## src/rtl/lc3_pkg.sv

```systemverilog
// Shared LC-3 decode definitions: opcodes, execute/writeback encodings and the
// decoded bundle carried through the decode skid buffer.
package lc3_pkg;

  typedef enum logic [3:0] {
    OP_BR   = 4'b0000,
    OP_ADD  = 4'b0001,
    OP_LD   = 4'b0010,
    OP_ST   = 4'b0011,
    OP_JSR  = 4'b0100,
    OP_AND  = 4'b0101,
    OP_LDR  = 4'b0110,
    OP_STR  = 4'b0111,
    OP_RTI  = 4'b1000,
    OP_NOT  = 4'b1001,
    OP_LDI  = 4'b1010,
    OP_STI  = 4'b1011,
    OP_JMP  = 4'b1100,
    OP_RES  = 4'b1101,
    OP_LEA  = 4'b1110,
    OP_TRAP = 4'b1111
  } opcode_t;

  localparam logic [5:0] E_NONE    = 6'b000000;
  localparam logic [5:0] E_ADD_IMM = 6'b000000;
  localparam logic [5:0] E_ADD_REG = 6'b000001;
  localparam logic [5:0] E_AND_IMM = 6'b010000;
  localparam logic [5:0] E_AND_REG = 6'b010001;
  localparam logic [5:0] E_NOT     = 6'b100000;
  localparam logic [5:0] E_PCREL   = 6'b000110;
  localparam logic [5:0] E_JMP     = 6'b001100;
  localparam logic [5:0] E_BASE    = 6'b001000;
  localparam logic [5:0] E_JSR_PC  = 6'b000010;

  typedef enum logic [1:0] {
    WB_ALU  = 2'd0,
    WB_MEM  = 2'd1,
    WB_ADDR = 2'd2,
    WB_NPC  = 2'd3
  } wsel_t;

  // npc is kept beside the bundle because its width follows PC_W
  typedef struct packed {
    logic [5:0]  e;
    wsel_t       w;
    logic        m;
    logic [2:0]  dr;
    logic [2:0]  sr1;
    logic [2:0]  sr2;
    logic [15:0] imm;
    logic        illegal;
  } bundle_t;

endpackage

```

## src/rtl/lc3_decode_comb.sv

```systemverilog
// Pure combinational LC-3 instruction decoder: instruction word -> control bundle.
module lc3_decode_comb
  import lc3_pkg::*;
#(
  parameter int INSTR_W = 16,
  parameter int EXT_OPS = 0
) (
  input  logic [INSTR_W-1:0] instr,
  output bundle_t            bundle
);

  opcode_t op;
  logic    imm_mode;

  assign op       = opcode_t'(instr[INSTR_W-1 -: 4]);
  assign imm_mode = instr[5];

  always_comb begin
    bundle         = '0;
    bundle.dr      = instr[11:9];
    bundle.sr1     = instr[8:6];
    bundle.sr2     = instr[2:0];
    bundle.w       = WB_ALU;
    case (op)
      OP_ADD: begin
        bundle.e = imm_mode ? E_ADD_IMM : E_ADD_REG;
        if (imm_mode) bundle.imm = {{11{instr[4]}}, instr[4:0]};
      end
      OP_AND: begin
        bundle.e = imm_mode ? E_AND_IMM : E_AND_REG;
        if (imm_mode) bundle.imm = {{11{instr[4]}}, instr[4:0]};
      end
      OP_NOT: bundle.e = E_NOT;
      OP_BR: begin
        bundle.e   = E_PCREL;
        bundle.imm = {{7{instr[8]}}, instr[8:0]};
      end
      OP_JMP: bundle.e = E_JMP;
      OP_LD: begin
        bundle.e   = E_PCREL;
        bundle.w   = WB_MEM;
        bundle.imm = {{7{instr[8]}}, instr[8:0]};
      end
      OP_LDR: begin
        bundle.e   = E_BASE;
        bundle.w   = WB_MEM;
        bundle.imm = {{10{instr[5]}}, instr[5:0]};
      end
      OP_LDI: begin
        bundle.e   = E_PCREL;
        bundle.w   = WB_MEM;
        bundle.m   = 1'b1;
        bundle.imm = {{7{instr[8]}}, instr[8:0]};
      end
      OP_LEA: begin
        bundle.e   = E_PCREL;
        bundle.w   = WB_ADDR;
        bundle.imm = {{7{instr[8]}}, instr[8:0]};
      end
      OP_ST: begin
        bundle.e   = E_PCREL;
        bundle.imm = {{7{instr[8]}}, instr[8:0]};
      end
      OP_STR: begin
        bundle.e   = E_BASE;
        bundle.imm = {{10{instr[5]}}, instr[5:0]};
      end
      OP_STI: begin
        bundle.e   = E_PCREL;
        bundle.m   = 1'b1;
        bundle.imm = {{7{instr[8]}}, instr[8:0]};
      end
      OP_JSR: begin
        if (EXT_OPS != 0) begin
          // JSR (bit 11 set) is PC-relative; JSRR jumps through a base register
          bundle.e   = instr[11] ? E_JSR_PC : E_JMP;
          bundle.w   = WB_NPC;
          bundle.imm = {{5{instr[10]}}, instr[10:0]};
        end else begin
          bundle.illegal = 1'b1;
        end
      end
      OP_TRAP: begin
        if (EXT_OPS != 0) begin
          bundle.e   = E_NONE;
          bundle.w   = WB_NPC;
          bundle.imm = {8'h00, instr[7:0]};
        end else begin
          bundle.illegal = 1'b1;
        end
      end
      default: bundle.illegal = 1'b1;
    endcase
  end

endmodule

```

## src/rtl/lc3_decode_pipe.sv

```systemverilog
// LC-3 decode stage: combinational decode feeding a two-entry skid buffer
// (output register plus skid register) with valid/ready handshakes on both sides.
module lc3_decode_pipe
  import lc3_pkg::*;
#(
  parameter int INSTR_W = 16,
  parameter int PC_W    = 16,
  parameter int EXT_OPS = 0,
  parameter int E_W     = 6
) (
  input  logic               clk,
  input  logic               rst,
  input  logic               flush,
  input  logic               in_valid,
  output logic               in_ready,
  input  logic [INSTR_W-1:0] instr,
  input  logic [PC_W-1:0]    pc_in,
  output logic               out_valid,
  input  logic               out_ready,
  output logic [E_W-1:0]     E_Control,
  output logic [1:0]         W_Control,
  output logic               Mem_Control,
  output logic [2:0]         dr,
  output logic [2:0]         sr1,
  output logic [2:0]         sr2,
  output logic [15:0]        imm,
  output logic [PC_W-1:0]    npc,
  output logic               illegal
);

  // Handshake: a transfer happens on a rising edge where valid and ready are
  // both high; valid never depends on ready, and in_ready is a pure register.

  localparam logic [PC_W-1:0] PC_ONE = PC_W'(1);

  bundle_t         dec_b;
  logic [PC_W-1:0] dec_npc;

  bundle_t         or_b;
  bundle_t         sr_b;
  logic [PC_W-1:0] or_npc;
  logic [PC_W-1:0] sr_npc;
  logic            or_valid;
  logic            sr_valid;
  logic            in_ready_q;

  logic            accept;
  logic            or_free;
  logic            sr_valid_nxt;

  lc3_decode_comb #(
    .INSTR_W (INSTR_W),
    .EXT_OPS (EXT_OPS)
  ) u_dec (
    .instr  (instr),
    .bundle (dec_b)
  );

  assign dec_npc = pc_in + PC_ONE;
  assign accept  = in_valid & in_ready_q;
  assign or_free = ~or_valid | out_ready;

  // The skid register only fills while the output register is stalled
  always_comb begin
    sr_valid_nxt = sr_valid;
    if (or_free)     sr_valid_nxt = 1'b0;
    else if (accept) sr_valid_nxt = 1'b1;
  end

  always_ff @(posedge clk) begin
    if (rst) begin
      or_b       <= '0;
      sr_b       <= '0;
      or_npc     <= '0;
      sr_npc     <= '0;
      or_valid   <= 1'b0;
      sr_valid   <= 1'b0;
      in_ready_q <= 1'b0;
    end else if (flush) begin
      // Data registers keep their contents so outputs hold while invalid
      or_valid   <= 1'b0;
      sr_valid   <= 1'b0;
      in_ready_q <= 1'b1;
    end else begin
      if (or_free) begin
        if (sr_valid) begin
          or_b     <= sr_b;
          or_npc   <= sr_npc;
          or_valid <= 1'b1;
        end else if (accept) begin
          or_b     <= dec_b;
          or_npc   <= dec_npc;
          or_valid <= 1'b1;
        end else begin
          or_valid <= 1'b0;
        end
      end else if (accept) begin
        sr_b   <= dec_b;
        sr_npc <= dec_npc;
      end
      sr_valid   <= sr_valid_nxt;
      in_ready_q <= ~sr_valid_nxt;
    end
  end

  assign in_ready    = in_ready_q;
  assign out_valid   = or_valid;
  assign E_Control   = E_W'(or_b.e);
  assign W_Control   = or_b.w;
  assign Mem_Control = or_b.m;
  assign dr          = or_b.dr;
  assign sr1         = or_b.sr1;
  assign sr2         = or_b.sr2;
  assign imm         = or_b.imm;
  assign npc         = or_npc;
  assign illegal     = or_b.illegal;

endmodule

```

## config.mk

```make
export PLATFORM = sky130hd
export DESIGN_NAME = lc3_decode_pipe
export DESIGN_NICKNAME = d
export VERILOG_FILES = /design/src/rtl/lc3_pkg.sv /design/src/rtl/lc3_decode_comb.sv /design/src/rtl/lc3_decode_pipe.sv
export SDC_FILE = /design/constraint.sdc
export NUM_CORES = 1
export LEC_CHECK = 0
export CAP_MARGIN = 20
export CORE_AREA = 2 2 94 96
export DETAILED_ROUTE_END_ITERATION = 10
export DIE_AREA = 0 0 96 98
export PLACE_DENSITY_LB_ADDON = 0.05
export SETUP_SLACK_MARGIN = 0.2
export SYNTH_ARGS = -nofsm -noshare
export SYNTH_HDL_FRONTEND = slang
export SYNTH_SLANG_ARGS = --single-unit
```

## constraint.sdc

```tcl
create_clock -name clk -period 2.26 [get_ports clk]
set_input_delay 0.565 -clock clk [delete_from_list [all_inputs] [get_ports clk]]
set_output_delay 0.565 -clock clk [all_outputs]
set_load 0.02 [all_outputs]
```

## Word level (Yosys, flattened, before mapping)

Cells that the tools add are included.

| cells by class | value |
|---|---|
| $add $sub $neg | 1 |
| equal/unequal tests | 11 |
| muxes and demuxes | 17 |
| bitwise gates (word level) | 6 |
| reductions and logical operators | 11 |

Operator list:

| cell | count |
|---|---|
| 35-bit two-way mux | 2 |
| 16-bit two-way mux | 3 |
| 16-bit case mux with 3 select lines | 1 |
| 6-bit case mux with 6 select lines | 1 |
| 4-bit equality test (second input constant) | 5 |
| 16-bit by 1-bit adder with 16-bit output (second input constant) | 1 |
| 4-bit by 3-bit equality test with 1-bit output (second input constant) | 3 |
| 12-bit OR reduction | 1 |
| 1-bit two-way mux | 9 |
| 4-bit by 2-bit equality test with 1-bit output (second input constant) | 2 |
| 2-bit OR reduction | 4 |
| 3-bit AND reduction | 2 |
| 6-bit OR reduction | 1 |
| 4-bit by 1-bit equality test with 1-bit output (second input constant) | 1 |
| 4-bit zero test | 1 |
| 1-bit NOT | 4 |
| 2-bit case mux with 2 select lines | 1 |
| 3-bit OR reduction | 1 |
| 2-bit nonzero test | 1 |
| 1-bit AND | 1 |
| 1-bit bitwise OR | 1 |

| storage, ports and cells | value |
|---|---|
| register bits after elaboration | 105 |
| input port bits | 37 |
| output and inout bits | 53 |
| word-level logic and storage cells | 67 |

## Logic depth before layout (Yosys ltp)

| depth | value |
|---|---|
| depth after elaboration | 5 |
| gate-level depth with buffers | 7 |
| mapped depth without buffers | 5 |

## Hierarchy

Synthesis repeated with hierarchy kept, for this count alone.

| unflattened totals | value |
|---|---|
| cell total of the unflattened synthesis | 573 |
| area total of the unflattened synthesis | 4892.2 sq um |

Modules (own cells, without submodules):

| module | instances | cells each | area each (sq um) | sequential area each (sq um) |
|---|---|---|---|---|
| lc3_decode_pipe | 1 | 514 | 4461.8 | 2102.0 |
| lc3_decode_comb | 1 | 59 | 430.4 | 0.0 |

## Worst setup path before layout

Ideal clock, no wire load.

| timing | value |
|---|---|
| path kind | input to register |
| start | input flush |
| end | register sr_b[34] in the netlist's numbering |
| arrival | 1.770 ns |
| slack | 0.419 ns |
| stages on the path | 5 |
| path buffers | 2 |
| cells stage by stage | buf_2 -> or3_1 -> clkbuf_1 -> or4_1 -> a21oi_1 |

| on the way | value |
|---|---|
| word-level cells in the longest chain between the ends | 2 |

RTL lines:

| element | line | source |
|---|---|---|
| from (decl) | lc3_decode_pipe.sv:13 | `input logic flush,` |
| 1-bit NOT (no line) | -- |  |
| 3-bit AND reduction (no line) | -- |  |
| to (signal assigned) | lc3_decode_pipe.sv:73 | `sr_b <= '0;` |
| to (signal assigned) | lc3_decode_pipe.sv:98 | `sr_b <= dec_b;` |
| to (decl) | lc3_decode_pipe.sv:40 | `bundle_t sr_b;` |

No other way between the ends.
A chain may end at the register's enable or synchronous reset.

## Final worst setup path

| timing | value |
|---|---|
| start | input pc_in[1] |
| end | register or_npc[12], in the netlist npc[12] |

| on the way | value |
|---|---|
| word-level cells in the longest chain between the ends | 3 |

RTL lines:

| element | line | source |
|---|---|---|
| from (decl) | lc3_decode_pipe.sv:17 | `input logic [PC_W-1:0] pc_in,` |
| 16-bit by 1-bit adder with 16-bit output | lc3_decode_pipe.sv:59 | `assign dec_npc = pc_in + PC_ONE;` |
| 16-bit two-way mux | lc3_decode_pipe.sv:90 | `end else if (accept) begin` |
| 16-bit two-way mux | lc3_decode_pipe.sv:86 | `if (sr_valid) begin` |
| to (signal assigned) | lc3_decode_pipe.sv:88 | `or_npc <= sr_npc;` |
| to (signal assigned) | lc3_decode_pipe.sv:92 | `or_npc <= dec_npc;` |
| to (decl) | lc3_decode_pipe.sv:41 | `logic [PC_W-1:0] or_npc;` |

No other way between the ends. The select of a mux whose other input is x is not followed.

==> summary.md <==
| Metric | Value |
|---|---|
| Max cap viols | `0` |
| Fin crit share | `0.885` |
| Ys async rst share | `0` |
| Routed vias/inst | `5.58` |
| Yosys warnings | `0` |
| GRT overflow | `0` |
| N_diodes | `0` |
| Via count | `4,026` |
| Final WS setup | `0.259 ns` |
| TritonRoute pass-1 iters | `5` |
| HP Start | `sr_b[3]$_SDFFE_PP0P_` |
| Root Buffer | `clkbuf_8` |
| Final Hold Viols | `0` |
| Num CTS Buffers | `9` |
| Final ANT Viol Nets | `0` |
| RD Place Congestion | `0.813` |
| Leading post-synthesis cells by cell area | `dfxtp_1, a211oi_1, a21oi_1, nand2_1, nor2_1` |
| Area post-placement | `0.00543 mm2` |
| Most common flop cell mapped by yosys | `dfxtp_1` |
| Max Fanout on Critical Path | `3` |
| Core Box Area | `0.00847 mm2` |
| Slowest stage delay, CP | `0.50 ns` |
| Cell area after layout | `0.00567 mm2` |
| Initial Utilization | `0.498` |
| Largest net degree at the start of global routing | `71` |
| EDFF count, synth | `0` |
| Sequential area share after synthesis | `0.432` |
| Synth Area per Inst | `8.30 um2` |
| Area leader, netlist | `dfxtp_1` |
| H-tree depth | `3` |
| Initial DRC count | `153` |
| Worst-margin pin slew | `0.782 ns` |
| Cell family with most CP delay | `simple AND/OR/NAND/NOR gates` |
| CTS tree | `yes` |
| Critical path arrival | `2.28 ns` |
| Buf/Inv on CP | `2` |
| Critical path launch point type | `primary input` |
| DRT Wirelength | `11,000 um` |
| Row Count | `34` |
| Mapped Cells | `508` |
| DRC Markers | `0` |
| Pins Over Slew Limit | `0` |
| P_leak | `0.00192 uW` |
| Final Non-Filler Cells | `721` |
| Layout area overhead | `34.5%` |
| GRT Util Overall | `0.244` |
| Synthesized cell area | `0.00422 mm2` |
| Synth cell types | `46` |
| Status | `finished, final reports clean` |
| Slew Limit Headroom | `0.479` |
| Hold Buf Count CTS | `0` |
| Post-detail-place hpwl | `7440 um` |
| Cell Pwr Density | `565 mW/mm2` |
| PortBufs | `89` |
| Fin Setup TNS | `0 ns` |
| CP Capture Type | `flop` |
| CP most frequent cell | `nor4_1` |
| Clk_lat worst skew | `0.36 ns` |
| Final Skew | `0.00789 ns` |
| Final setup fails | `0` |
| FMAX | `0.500 GHz` |
| Total chip power | `3200 uW` |
| Number of synthesized register bits | `91` |
| CP Class | `primary input to flop` |
| Crit path required time | `2.54 ns` |
| Wirelength per Cell | `15.2 um` |
| # placed instances | `702` |
| HP Class | `flop to flop` |
| First-pass GRT wire length | `18,300 um` |
| CP max stage cell | `clkdlybuf4s50_1` |
| Final net count | `646` |
| Antenna violations before repair | `0` |
| RSZ-0062 raised after global routing | `no` |
| Boundary Pins | `90` |
| Sink Count | `91` |
| Die area | `0.00941 mm2` |
| Minimum clock period after layout | `2.00 ns` |
| Pre-CTS WS | `-0.198 ns` |
| Layout cell share with drive strength beyond 1 | `0.134` |
| VDD IR max | `0.000277 V` |
| Chip Width | `96 um` |
| Height of the die | `98 um` |
| Post-synth top cells | `dfxtp_1, nand2_1, nor2_1, a21oi_1, a211oi_1` |
| Worst flop-to-flop path startpoint | `out_valid$_SDFFE_PP0P_` |
| Synth top area share | `0.432` |
| Vias in the first global route | `3,826` |
| Worst setup startpoint | `pc_in[1]` |
| Synth Net Count | `546` |
| CTS max path bufs | `2` |
| Critical-path cell list | `clkdlybuf4s50_1 -> ha_2 -> nand4_1 -> buf_4 -> nor4_2 -> nor4_1 -> nor4_1` |
| Most common cell in the netlist | `dfxtp_1` |
| Clock transition at path regs | `0.10 ns` |
[stage by stage]
| stage | utilization | hold slack [ns] |
|---|---|---|
| floorplan | - | 0.431 |
| global placement | 0.642 | 0.437 |
| detailed placement | 0.642 | 0.444 |
| CTS | 0.663 | 0.458 |
| global route | 0.670 | 0.486 |
| finish | 0.670 | 0.458 |
[state kept, by name (all words and copies together) (netlist names)]
signal       count
npc             16
sr_valid         1
sr_npc          16
W_Control        2
in_ready         1
out_valid        1
sr_b            28
sr1              3
imm              9
E_Control        6
Mem_Control      1
dr               3
illegal          1
sr2              3
[worst paths after layout]
check / end / slack (ns) / cells past startpoint
max: npc[12]$_SDFFE_PP0P_ / 0.26 / 7
max reg2reg: npc[14]$_SDFFE_PP0P_ / 0.55 / 4
min: sr_b[3]$_SDFFE_PP0P_ / 0.46 / 2
min reg2reg: sr_b[3]$_SDFFE_PP0P_ / 0.46 / 2
[tightest hold or removal path: cells and delay by family, from the launching register on]
| kind | cells | cell delay [ns] |
|---|---|---|
| flip-flops | 1 | 0.32 |
| AO/OA/AOI/OAI | 1 | 0.05 |
| AND/OR/NAND/NOR | 1 | 0.05 |
[layer usage]
metal	share of wire	up-vias	track usage	routed length, um
met1	0.46	1885	0.341	5100
met4	0.011	0	0.0857	117
li1	-	2025	-	-
met5	0	-	0	0
met3	0.048	11	0.0424	528
met2	0.48	105	0.377	5230
[layout by cell type, fill, tap and decap left out, drive strengths merged, types with 5 or more instances in the layout]
cell type / instances
xnor2: 9
nand4: 11
a211oi: 35
inv: 10
a21oi: 43
nand3: 7
clkbuf: 9
mux2i: 12
dlygate4sd2: 6
buf: 52
nor4: 11
nand2: 54
nand4b: 14
nand2b: 10
nand3b: 15
dfxtp: 91
clkdlybuf4s50: 80
nor3: 35
nor2b: 8
nor2: 49
o21ai: 5
o211ai: 12
[repair_timing]
item                       CTS  global route
gates resized for setup      6             8
hold endpoints to repair     0             0
buffers inserted             1             2
pin swaps                    1             3
gates cloned                 0             0
setup endpoints to repair   10             7
[cells by family (layout without fill, tap and decap cells)]
group,after synthesis,after routing,synth area share
AND/OR/NAND/NOR,224,224,0.282
AO/OA/AOI/OAI,113,113,0.175
flip-flops,91,91,0.432
buffers and inverters,58,163,0.0605
multiplexers,12,12,0.0285
XOR/XNOR,9,9,0.0187
adder cells (fa/ha/maj),1,1,0.00297
[power breakdown]
| part | switching (uW) | internal (uW) | total [uW] |
|---|---|---|---|
| registers | 23.1 | 1640 | 1660 |
| logic | 252 | 236 | 488 |
| clock network | 633 | 418 | 1050 |
| total | 908 | 2290 | 3200 |
[layout make-up]
cell class | count | area, um2
Clock buffer | 9 | 124
Fill cell | 716 | 2800
Tap cell | 108 | 135
Sequential cell | 91 | 1820
Inverter | 7 | 26.3
Timing Repair Buffer | 140 | 1320
Multi-Input combinational cell | 359 | 2180
Clock inverter | 7 | 61.3
Power figures use the tool's default switching activity.
